## config.mk

```make
export PLATFORM = sky130hd
export DESIGN_NAME = ptp_rx_parser_flat
export DESIGN_NICKNAME = d
export VERILOG_FILES = /design/src/rtl/ptp_pkg.sv /design/src/rtl/ptp_rx_parser_if.sv /design/src/rtl/ptp_wb_regs.sv /design/src/rtl/ptp_rx_parser.sv /design/src/flat_wrapper.sv
export SDC_FILE = /design/constraint.sdc
export NUM_CORES = 1
export LEC_CHECK = 0
export CORE_MARGIN = 1
export CORE_UTILIZATION = 30
export DETAILED_ROUTE_END_ITERATION = 7
export PLACE_DENSITY_LB_ADDON = 0.08
export SLEW_MARGIN = 20
export SYNTH_ARGS = -nofsm -noshare
export SYNTH_HDL_FRONTEND = slang
export SYNTH_SLANG_ARGS = --single-unit
```

## constraint.sdc

```tcl
create_clock -name clk -period 2.86 [get_ports clk]
set_input_delay 0.572 -clock clk [delete_from_list [all_inputs] [get_ports clk]]
set_output_delay 0.572 -clock clk [all_outputs]
set_load 0.01 [all_outputs]
```

## src/rtl/ptp_pkg.sv

```systemverilog
// Shared PTP definitions: register offsets, frame byte offsets, rx FSM states and STAT bit positions.
// Imported by both the Delay_Req generator and the rx parser.
package ptp_pkg;

  localparam logic [31:0] REG_CTRL = 32'h00;
  localparam logic [31:0] REG_STAT = 32'h04;
  localparam logic [31:0] REG_INFO = 32'h08;
  localparam logic [31:0] REG_TSSH = 32'h0C;
  localparam logic [31:0] REG_TSSL = 32'h10;
  localparam logic [31:0] REG_TSNS = 32'h14;
  localparam logic [31:0] REG_FCNT = 32'h18;

  localparam logic [5:0] OFF_MSGTYPE   = 6'd0;
  localparam logic [5:0] OFF_VERSION   = 6'd1;
  localparam logic [5:0] OFF_SEQ_HI    = 6'd30;
  localparam logic [5:0] OFF_TS_SEC_HI = 6'd34;
  localparam logic [5:0] OFF_TS_NS_HI  = 6'd40;
  localparam logic [5:0] OFF_LAST      = 6'd43;

  localparam int STAT_RX_VALID  = 0;
  localparam int STAT_ERR_SHORT = 1;
  localparam int STAT_ERR_LONG  = 2;
  localparam int STAT_ERR_VER   = 3;
  localparam int STAT_OVERRUN   = 4;
  localparam int STAT_W         = 5;

  typedef enum logic [1:0] {
    ST_IDLE = 2'd0,
    ST_RECV = 2'd1,
    ST_DROP = 2'd2
  } rx_state_t;

  typedef struct packed {
    logic [3:0]  msg_type;
    logic [15:0] seq_id;
    logic [47:0] sec;
    logic [31:0] ns;
  } ptp_rec_t;

endpackage

```

## src/rtl/ptp_rx_parser_if.sv

```systemverilog
// Wishbone slave, AXI-Stream byte sink and interrupt of the PTP rx parser, bundled for port hookup.
interface ptp_rx_parser_if;

  logic [31:0] wbs_addr_i;
  logic [31:0] wbs_data_i;
  logic [31:0] wbs_data_o;
  logic        wbs_we_i;
  logic        wbs_stb_i;
  logic        wbs_ack_o;
  logic [7:0]  axis_tdata_i;
  logic        axis_tvalid_i;
  logic        axis_tready_o;
  logic        axis_tlast_i;
  logic        irq_o;

  modport slave (
    input  wbs_addr_i, wbs_data_i, wbs_we_i, wbs_stb_i,
    input  axis_tdata_i, axis_tvalid_i, axis_tlast_i,
    output wbs_data_o, wbs_ack_o, axis_tready_o, irq_o
  );

  modport master (
    output wbs_addr_i, wbs_data_i, wbs_we_i, wbs_stb_i,
    output axis_tdata_i, axis_tvalid_i, axis_tlast_i,
    input  wbs_data_o, wbs_ack_o, axis_tready_o, irq_o
  );

endinterface

```

## src/rtl/ptp_wb_regs.sv

```systemverilog
// Wishbone register bank of the rx parser: decode, one-shot ack, CTRL, W1C STAT and the committed frame record.
// Ack and read data land one cycle after stb with no back-to-back acks; status/commit events apply on the flagged edge.
module ptp_wb_regs
  import ptp_pkg::*;
#(
  parameter logic [31:0] BASE_ADDR = 32'h0300_0200
) (
  input  logic        clk,
  input  logic        rst,
  input  logic [31:0] i_wb_addr,
  input  logic [31:0] i_wb_data,
  input  logic        i_wb_we,
  input  logic        i_wb_stb,
  output logic [31:0] o_wb_data,
  output logic        o_wb_ack,
  input  logic        i_commit,
  input  ptp_rec_t    i_commit_rec,
  input  logic        i_set_short,
  input  logic        i_set_long,
  input  logic        i_set_ver,
  output logic        o_en,
  output logic        o_irq
);

  logic [1:0]        r_ctrl;
  logic [STAT_W-1:0] r_stat;
  ptp_rec_t          r_rec;
  logic [31:0]       r_fcnt;
  logic [31:0]       r_rdata;
  logic              r_ack;

  logic              w_access;
  logic              w_wr;
  logic              w_rd;
  logic [31:0]       w_rdata_nxt;
  logic [STAT_W-1:0] w_stat_set;
  logic [STAT_W-1:0] w_stat_clr;
  logic              w_unused_ok;

  // A held strobe is served every other cycle because the pending ack masks it.
  assign w_access = i_wb_stb & ~r_ack;
  assign w_wr     = w_access & i_wb_we;
  assign w_rd     = w_access & ~i_wb_we;

  always_comb begin
    w_rdata_nxt = '0;
    case (i_wb_addr)
      BASE_ADDR + REG_CTRL: w_rdata_nxt = {30'd0, r_ctrl};
      BASE_ADDR + REG_STAT: w_rdata_nxt = {{(32 - STAT_W){1'b0}}, r_stat};
      BASE_ADDR + REG_INFO: w_rdata_nxt = {r_rec.msg_type, 12'h000, r_rec.seq_id};
      BASE_ADDR + REG_TSSH: w_rdata_nxt = {16'h0000, r_rec.sec[47:32]};
      BASE_ADDR + REG_TSSL: w_rdata_nxt = r_rec.sec[31:0];
      BASE_ADDR + REG_TSNS: w_rdata_nxt = r_rec.ns;
      BASE_ADDR + REG_FCNT: w_rdata_nxt = r_fcnt;
      default:              w_rdata_nxt = '0;
    endcase
  end

  always_comb begin
    w_stat_set                 = '0;
    w_stat_set[STAT_RX_VALID]  = i_commit;
    w_stat_set[STAT_ERR_SHORT] = i_set_short;
    w_stat_set[STAT_ERR_LONG]  = i_set_long;
    w_stat_set[STAT_ERR_VER]   = i_set_ver;
    w_stat_set[STAT_OVERRUN]   = i_commit & r_stat[STAT_RX_VALID];
  end

  assign w_stat_clr = (w_wr && (i_wb_addr == BASE_ADDR + REG_STAT)) ? i_wb_data[STAT_W-1:0] : '0;

  always_ff @(posedge clk) begin
    if (rst) begin
      r_ctrl  <= '0;
      r_stat  <= '0;
      r_rec   <= '0;
      r_fcnt  <= '0;
      r_rdata <= '0;
      r_ack   <= 1'b0;
    end else begin
      r_ack <= w_access;
      if (w_rd) begin
        r_rdata <= w_rdata_nxt;
      end
      if (w_wr && (i_wb_addr == BASE_ADDR + REG_CTRL)) begin
        r_ctrl <= i_wb_data[1:0];
      end
      // Clear first, then OR the set events so a same-cycle set survives the W1C.
      r_stat <= (r_stat & ~w_stat_clr) | w_stat_set;
      if (i_commit) begin
        r_rec  <= i_commit_rec;
        r_fcnt <= r_fcnt + 32'd1;
      end
    end
  end

  assign o_wb_data   = r_rdata;
  assign o_wb_ack    = r_ack;
  assign o_en        = r_ctrl[0];
  assign o_irq       = r_stat[STAT_RX_VALID] & r_ctrl[1];
  assign w_unused_ok = ^i_wb_data[31:STAT_W];

endmodule

```

## src/rtl/ptp_rx_parser.sv

```systemverilog
// PTP rx parser: parses header + originTimestamp from a byte AXI-Stream and commits good frames to Wishbone registers.
// Commit happens on the edge that accepts the final byte; tready is high whenever rst is low, so the MAC never stalls.
module ptp_rx_parser
  import ptp_pkg::*;
#(
  parameter logic [31:0] BASE_ADDR   = 32'h0300_0200,
  parameter logic [3:0]  PTP_VERSION = 4'h2,
  parameter int          FRAME_BYTES = 44
) (
  input logic            clk,
  input logic            rst,
  ptp_rx_parser_if.slave bus
);

  localparam logic [5:0] LAST_IDX = 6'(FRAME_BYTES - 1);

  rx_state_t  r_state;
  rx_state_t  w_state_nxt;
  logic [5:0] r_byte_cnt;
  logic [5:0] w_byte_cnt_nxt;
  ptp_rec_t   r_shadow;
  ptp_rec_t   w_commit_rec;

  logic w_beat;
  logic w_en;
  logic w_ver_ok;
  logic w_commit;
  logic w_set_short;
  logic w_set_long;
  logic w_set_ver;

  assign bus.axis_tready_o = ~rst;
  assign w_beat            = bus.axis_tvalid_i & bus.axis_tready_o;
  assign w_ver_ok          = (bus.axis_tdata_i[3:0] == PTP_VERSION);

  always_ff @(posedge clk) begin
    if (rst) begin
      r_state    <= ST_IDLE;
      r_byte_cnt <= '0;
    end else begin
      r_state    <= w_state_nxt;
      r_byte_cnt <= w_byte_cnt_nxt;
    end
  end

  always_comb begin
    w_state_nxt    = r_state;
    w_byte_cnt_nxt = r_byte_cnt;
    w_commit       = 1'b0;
    w_set_short    = 1'b0;
    w_set_long     = 1'b0;
    w_set_ver      = 1'b0;
    case (r_state)
      ST_IDLE: begin
        if (w_beat) begin
          w_byte_cnt_nxt = 6'd1;
          if (!w_en) begin
            w_state_nxt = bus.axis_tlast_i ? ST_IDLE : ST_DROP;
          end else if (bus.axis_tlast_i) begin
            w_set_short = 1'b1;
          end else begin
            w_state_nxt = ST_RECV;
          end
        end
      end
      ST_RECV: begin
        if (w_beat) begin
          w_byte_cnt_nxt = r_byte_cnt + 6'd1;
          if ((r_byte_cnt == OFF_VERSION) && !w_ver_ok) begin
            w_set_ver   = 1'b1;
            w_state_nxt = bus.axis_tlast_i ? ST_IDLE : ST_DROP;
          end else if (r_byte_cnt == LAST_IDX) begin
            if (bus.axis_tlast_i) begin
              w_commit    = 1'b1;
              w_state_nxt = ST_IDLE;
            end else begin
              w_set_long  = 1'b1;
              w_state_nxt = ST_DROP;
            end
          end else if (bus.axis_tlast_i) begin
            w_set_short = 1'b1;
            w_state_nxt = ST_IDLE;
          end
        end
      end
      ST_DROP: begin
        if (w_beat && bus.axis_tlast_i) begin
          w_state_nxt = ST_IDLE;
        end
      end
      default: w_state_nxt = ST_IDLE;
    endcase
  end

  // Multi-byte fields arrive MSB first, so each is a left shift that is exactly full after its last byte.
  always_ff @(posedge clk) begin
    if (rst) begin
      r_shadow <= '0;
    end else if (w_beat) begin
      if ((r_state == ST_IDLE) && w_en) begin
        r_shadow.msg_type <= bus.axis_tdata_i[3:0];
      end else if (r_state == ST_RECV) begin
        if ((r_byte_cnt == OFF_SEQ_HI) || (r_byte_cnt == OFF_SEQ_HI + 6'd1)) begin
          r_shadow.seq_id <= {r_shadow.seq_id[7:0], bus.axis_tdata_i};
        end
        if ((r_byte_cnt >= OFF_TS_SEC_HI) && (r_byte_cnt < OFF_TS_NS_HI)) begin
          r_shadow.sec <= {r_shadow.sec[39:0], bus.axis_tdata_i};
        end
        if (r_byte_cnt >= OFF_TS_NS_HI) begin
          r_shadow.ns <= {r_shadow.ns[23:0], bus.axis_tdata_i};
        end
      end
    end
  end

  // The last nanosecond byte is still on the bus in the commit cycle.
  always_comb begin
    w_commit_rec    = r_shadow;
    w_commit_rec.ns = {r_shadow.ns[23:0], bus.axis_tdata_i};
  end

  ptp_wb_regs #(
    .BASE_ADDR (BASE_ADDR)
  ) u_regs (
    .clk          (clk),
    .rst          (rst),
    .i_wb_addr    (bus.wbs_addr_i),
    .i_wb_data    (bus.wbs_data_i),
    .i_wb_we      (bus.wbs_we_i),
    .i_wb_stb     (bus.wbs_stb_i),
    .o_wb_data    (bus.wbs_data_o),
    .o_wb_ack     (bus.wbs_ack_o),
    .i_commit     (w_commit),
    .i_commit_rec (w_commit_rec),
    .i_set_short  (w_set_short),
    .i_set_long   (w_set_long),
    .i_set_ver    (w_set_ver),
    .o_en         (w_en),
    .o_irq        (bus.irq_o)
  );

endmodule

```

## src/flat_wrapper.sv

```systemverilog
// flat-port wrapper written by rule: the top's interface ports become plain ports
module ptp_rx_parser_flat import ptp_pkg::*;
#(
  parameter logic [31:0] BASE_ADDR   = 32'h0300_0200,
  parameter logic [3:0]  PTP_VERSION = 4'h2,
  parameter int          FRAME_BYTES = 44
)
  (clk, rst, bus_wbs_addr_i, bus_wbs_data_i, bus_wbs_we_i, bus_wbs_stb_i, bus_axis_tdata_i, bus_axis_tvalid_i, bus_axis_tlast_i, bus_wbs_data_o, bus_wbs_ack_o, bus_axis_tready_o, bus_irq_o);
  ptp_rx_parser_if bus_i ();
  input logic clk;
  input logic rst;
  input wire logic [$bits(bus_i.wbs_addr_i)-1:0] bus_wbs_addr_i;
  input wire logic [$bits(bus_i.wbs_data_i)-1:0] bus_wbs_data_i;
  input wire logic [$bits(bus_i.wbs_we_i)-1:0] bus_wbs_we_i;
  input wire logic [$bits(bus_i.wbs_stb_i)-1:0] bus_wbs_stb_i;
  input wire logic [$bits(bus_i.axis_tdata_i)-1:0] bus_axis_tdata_i;
  input wire logic [$bits(bus_i.axis_tvalid_i)-1:0] bus_axis_tvalid_i;
  input wire logic [$bits(bus_i.axis_tlast_i)-1:0] bus_axis_tlast_i;
  output wire logic [$bits(bus_i.wbs_data_o)-1:0] bus_wbs_data_o;
  output wire logic [$bits(bus_i.wbs_ack_o)-1:0] bus_wbs_ack_o;
  output wire logic [$bits(bus_i.axis_tready_o)-1:0] bus_axis_tready_o;
  output wire logic [$bits(bus_i.irq_o)-1:0] bus_irq_o;
  assign bus_i.wbs_addr_i = bus_wbs_addr_i;
  assign bus_i.wbs_data_i = bus_wbs_data_i;
  assign bus_i.wbs_we_i = bus_wbs_we_i;
  assign bus_i.wbs_stb_i = bus_wbs_stb_i;
  assign bus_i.axis_tdata_i = bus_axis_tdata_i;
  assign bus_i.axis_tvalid_i = bus_axis_tvalid_i;
  assign bus_i.axis_tlast_i = bus_axis_tlast_i;
  assign bus_wbs_data_o = bus_i.wbs_data_o;
  assign bus_wbs_ack_o = bus_i.wbs_ack_o;
  assign bus_axis_tready_o = bus_i.axis_tready_o;
  assign bus_irq_o = bus_i.irq_o;
  ptp_rx_parser #(.BASE_ADDR(BASE_ADDR), .PTP_VERSION(PTP_VERSION), .FRAME_BYTES(FRAME_BYTES)) u_core (.clk(clk), .rst(rst), .bus(bus_i));
endmodule
```

# Word level (Yosys, flattened, before mapping)
# Cells that the tools add are included.
# word_totals
reg_bits	272
word_cells	102
output_inout_bits	35
# classes
addsub	2
n_reduce_logical	16
n_eq_ne	19
mux	34
magnitude_cmp	3
bitwise_logic	13
# op_table
cell	count
$eq 32x26->1 const B	7
$pmux 32 s7	1
$add 32x1->32 const B	1
$mux 1	18
$mux 2	9
$eq 6x5->1 const B	2
$ge 6x6->1 const B	2
$mux 6	2
$pmux 6 s2	1
$reduce_and 4->1	3
$add 6x1->6 const B	1
$and 1x1->1	6
$eq 6x1->1 const B	1
$eq 6x6->1 const B	1
$logic_and 1x1->1	6
$lt 6x6->1 const B	1
$ne 2x1->1 const B	3
$pmux 2 s3	1
$and 5x5->5	1
$mux 5	1
$not 5->5	1
$or 5x5->5	1
$reduce_and 5->1	1
$eq 4x2->1 const B	1
other kinds (12)	15

# Logic depth before layout (Yosys ltp)
# depth
depth_word	8
ltp_mapped	9
ltp_nobuf	6

# Hierarchy
# From an unflattened synthesis, not the netlist that was laid out.
# hier_totals
hier_cells	1205
area_unflattened_um2	11358.4
# by_module_without_submodules
module	instances	cells_each	area_per_inst_um2	seq_area_each_um2
ptp_wb_regs	1	801	7552.2	3443.3
ptp_rx_parser	1	404	3806.2	2001.9

# Least setup slack after synthesis
# No wires, ideal clock.
# synth_timing
path_type	input -> register
startpoint	input port rst
endpoint	register u_core.r_shadow[59] (netlist name)
required_ns	2.728
path_buffers	4
arrival_ns	2.020
path_slack_ns	0.708
stages	9
path_cell_list	buf_2 > nor4bb_1 > buf_2 > nand2_1 > or2_2 > clkbuf_1 > buf_2 > nand2_1 > a21oi_1
# synth_between
elab_chain_cells	3
# synth_lines
element	line_no	source
start, declared	flat_wrapper.sv:11	input logic rst;
$not 1->1	ptp_rx_parser.sv:32	assign bus.axis_tready_o = ~rst;
$and 1x1->1	ptp_rx_parser.sv:33	assign w_beat = bus.axis_tvalid_i & bus.axis_tready_o;
$reduce_and 4->1 (no source line)	--	
end, declared	ptp_rx_parser.sv:21	ptp_rec_t r_shadow;
# Several ways; a longest one is shown, not always the timed one.
# A chain may end at the register's enable or synchronous reset.

# Worst setup path in the final report
# layout_timing
startpoint	register u_core.r_byte_cnt[1]
endpoint	register u_core.u_regs.r_fcnt[30]
# layout_between
elab_chain_cells	5
word_cells_on_any_way	7
classes_between	eq/ne (2); mux (4); reduce/logical (1)
# layout_lines
element	line_no	source
start, declared	ptp_rx_parser.sv:19	logic [5:0] r_byte_cnt;
start signal, assigned	ptp_rx_parser.sv:42	r_byte_cnt <= w_byte_cnt_nxt;
$eq 6x6->1 or $eq 6x1->1 (tied branches)	ptp_rx_parser.sv:72, ptp_rx_parser.sv:69	
$mux 1 or $logic_and 1x1->1 (tied branches)	ptp_rx_parser.sv:72, ptp_rx_parser.sv:69	
$mux 1 (*)	ptp_rx_parser.sv:69	if ((r_byte_cnt == OFF_VERSION) && !w_ver_ok) begin
$mux 1 (*)	ptp_rx_parser.sv:67	if (w_beat) begin
$mux 1 (*)	ptp_rx_parser.sv:53	case (r_state)
end signal, assigned	ptp_wb_regs.sv:90	r_fcnt <= r_fcnt + 32'd1;
end, declared	ptp_wb_regs.sv:28	logic [31:0] r_fcnt;
# Every way passes the cells marked *; elsewhere a longest branch is shown, timed or not.

==> results.txt <==
Status - complete, no violations
Leakage - 4.44 nW
Total vias in the final route - 9704
RSZ-0062 raised after global routing - no
Synth Instances - 1373
Post-Route Utilization - 37.6%
Syn Nets - 1456
Worst-path cell chain - ha_1 -> and4bb_1 -> and4_4 -> nand4_1 -> or3_1 -> a21oi_1
Worst path required time - 3290 ps
Total CTS buffers - 34
Starting density of the core - 30.4%
Post-synth EDFFs - 0
Part of the power in registers - 45.1%
DRT iter0 DRCs - 531
Layout cells sized above 1 - 8.34%
GPL Wtd Cong - 0.777
Clock buffer depth - 3
FFs w/ async S/R, synth - 0%
Syn Area/Cell - 8.09 um2
CP peak stage delay - 420 ps
Min Tclk post-route - 2360 ps
CP Capture Type - flip-flop
Yosys warns - 0
Routed met2 length - 16500 um
HP Class - reg2reg
Fillers - 3833
Initial DRT Pass Iterations - 5
DR vias/cell - 5.03
IO buf count - 85
# hold bufs at CTS - 0
Net Switching - 1.86 mW
PwrDens - 612 mW/mm2
Die Wd - 194 um
Final ANT Viol Nets - 0
Setup violations, final - 0
Commonest non-fill, non-tap cell in the layout - nand2_1
CTS root buffer - clkbuf_16
Largest net degree at the start of global routing - 175
Die height - 194 um
Max H-tree Level - 2
CP Class - reg2reg
Nets - 1522
Crit path DAT - 2790 ps
Combinational fraction of design power - 3.4%
Top Metal Used - met4
Sequential share of the synthesized area - 49.0%
DRC Markers - 0
Seq cells post-synth - 272
Peak fanout along the critical path - 8
Mean routed wirelength per cell - 18.4 um
GR Util All Layers - 18.9%
Cell Area, Synth - 0.0111 mm2
Total grt overflow - 0
Most frequent cells in the layout - nand2_1, dfxtp_1, a21oi_1
Row cnt - 70
Routed wl met3 - 1070 um
Setup TNS - 0 ps
CP Launch Type - flip-flop
Clock network fraction of design power - 51.4%
Slew headroom - 28.6%
First-pass GRT wire length - 55800 um
Max Cap Viol - 0
# resized after CTS - 0
Cell Int Power - 6.55 mW
Fin crit share - 82.4%
Via count of the first global-routing pass - 9397
CTS tree - yes
Hold Fails Final Rpt - 0
Die area - 0.0378 mm2
Worst-Margin Slew - 1070 ps
Clk_skew - 25.3 ps
Sw frac - 22.1%
Top_reg_cell synth - dfxtp_1
CTS clock-pin slew for the worst setup and hold paths - 60 ps
Metal-1 WL - 17100 um
HPWL after detailed placement - 23900 um
Peak supply drop - 0.397 mV
Antenna violations before repair - 0
Boundary Pins - 113
Clk_lat worst skew - 530 ps
Post-synth cell types - 66
N_diodes - 0
Pre-CTS WS - 10.9 ps
Clock sinks - 272
Leading area contributor after synthesis - dfxtp_1
Slew Limit Fails - 0
FMAX - 424 MHz
Final WL - 35500 um
Top cells by area, synth - dfxtp_1, nand2_1, a21oi_1
Core ar. - 0.0365 mm2
Synth-to-Final Area Change - 23.6%
Critical path's slowest cell - and4bb_1
Worst setup margin - 504 ps
Synth top area share - 49.0%
Buffer count from post-CTS setup fixing - 0
==> cell type report <==
type	count	area, um2	share of cell area [%]
Timing Repair Buffer	128	1310	9.52
Clock buffer	45	962	7.00
Clock inverter	14	166	1.21
Sequential cell	272	5450	39.6
Multi-Input combinational cell	988	5220	38.0
Inverter	15	56.3	0.410
Tap cell	468	586	4.26
==> cells in the mapped netlist, drive strengths merged (5+ instances only) <==
cell and n:
ha 5, nand3 31, a2bb2oi 9, and2 8, mux2i 42, a221oi 13
o2bb2ai 18, and4 12, buf 33, dfxtp 272, nor2b 6, o21ai 48
nand2 401, or3 12, inv 14, nor2 63, nor4 10, nand4 14
clkbuf 65, a21oi 206, nor3 10, a22oi 16, xor2 6, xnor2 11
==> worst max-delay path, delay by kind of cell, from the launching register on <==
kind / cells / cell delay, ps
adders and majority gates: 1 / 260
AOI/OAI and AO/OA: 1 / 140
and+or+nand+nor: 4 / 1450
DFF: 1 / 410
==> cells by family (layout without fill, tap and decap cells) <==
group	after synthesis	after routing	synth area share, %
and+or+nand+nor	592	592	23.7
AOI/OAI and AO/OA	331	331	17.2
DFF	272	272	49.0
buffers and inverters	113	202	4.27
muxes	43	43	3.88
xor gates and xnor gates	17	17	1.34
adders and majority gates	5	5	0.563
==> worst paths after layout <==
kind | start | end | slack, ps | cells past startpoint
worst max register to register | u_core.r_byte_cnt[1] | u_core.u_regs.r_fcnt[30] | 500 | 6
worst min register to register | u_core.r_shadow[98] | u_core.u_regs.r_rec[98] | 440 | 2
worst min-delay path | u_core.r_shadow[98] | u_core.u_regs.r_rec[98] | 440 | 2
worst max-delay path | u_core.r_byte_cnt[1] | u_core.u_regs.r_fcnt[30] | 500 | 6
==> metrics by stage <==
step,power [mW],instances,hold WS (ps),area [um2]
after floorplan,4.01,1373,431,11100
final,8.41,1930,440,13700
after global placement,4.17,1871,438,12600
after detailed placement,4.17,1871,444,12600
after CTS,8.55,1930,435,13700
after global routing,8.71,1930,462,13700
==> layer usage <==
layer / GRT usage, % / vias to the layer above
met4: 6.20 / 0
met3: 2.76 / 53
met5: 0 / -
li1: - / 4837
met1: 26.1 / 4673
met2: 30.0 / 141
==> sequential cells by signal, indices dropped and copies added (netlist names) <==
name                     flops
u_core.u_regs.o_wb_ack       1
u_core.r_state               2
u_core.r_shadow             92
u_core.u_regs.o_wb_data     32
u_core.u_regs.r_rec        100
u_core.r_byte_cnt            6
u_core.u_regs.r_ctrl         2
u_core.u_regs.r_stat         5
u_core.u_regs.r_fcnt        32
==> power groups by stage <==
stage	Combinational [mW]	Clock [mW]	Sequential (mW)
after global placement	0.294	0	3.88
after floorplan	0.129	0	3.88
after CTS	0.294	4.46	3.79
after detailed placement	0.293	0	3.88
after global routing	0.311	4.61	3.79
final	0.289	4.32	3.80
No activity file was read; power rests on OpenSTA's default activity.
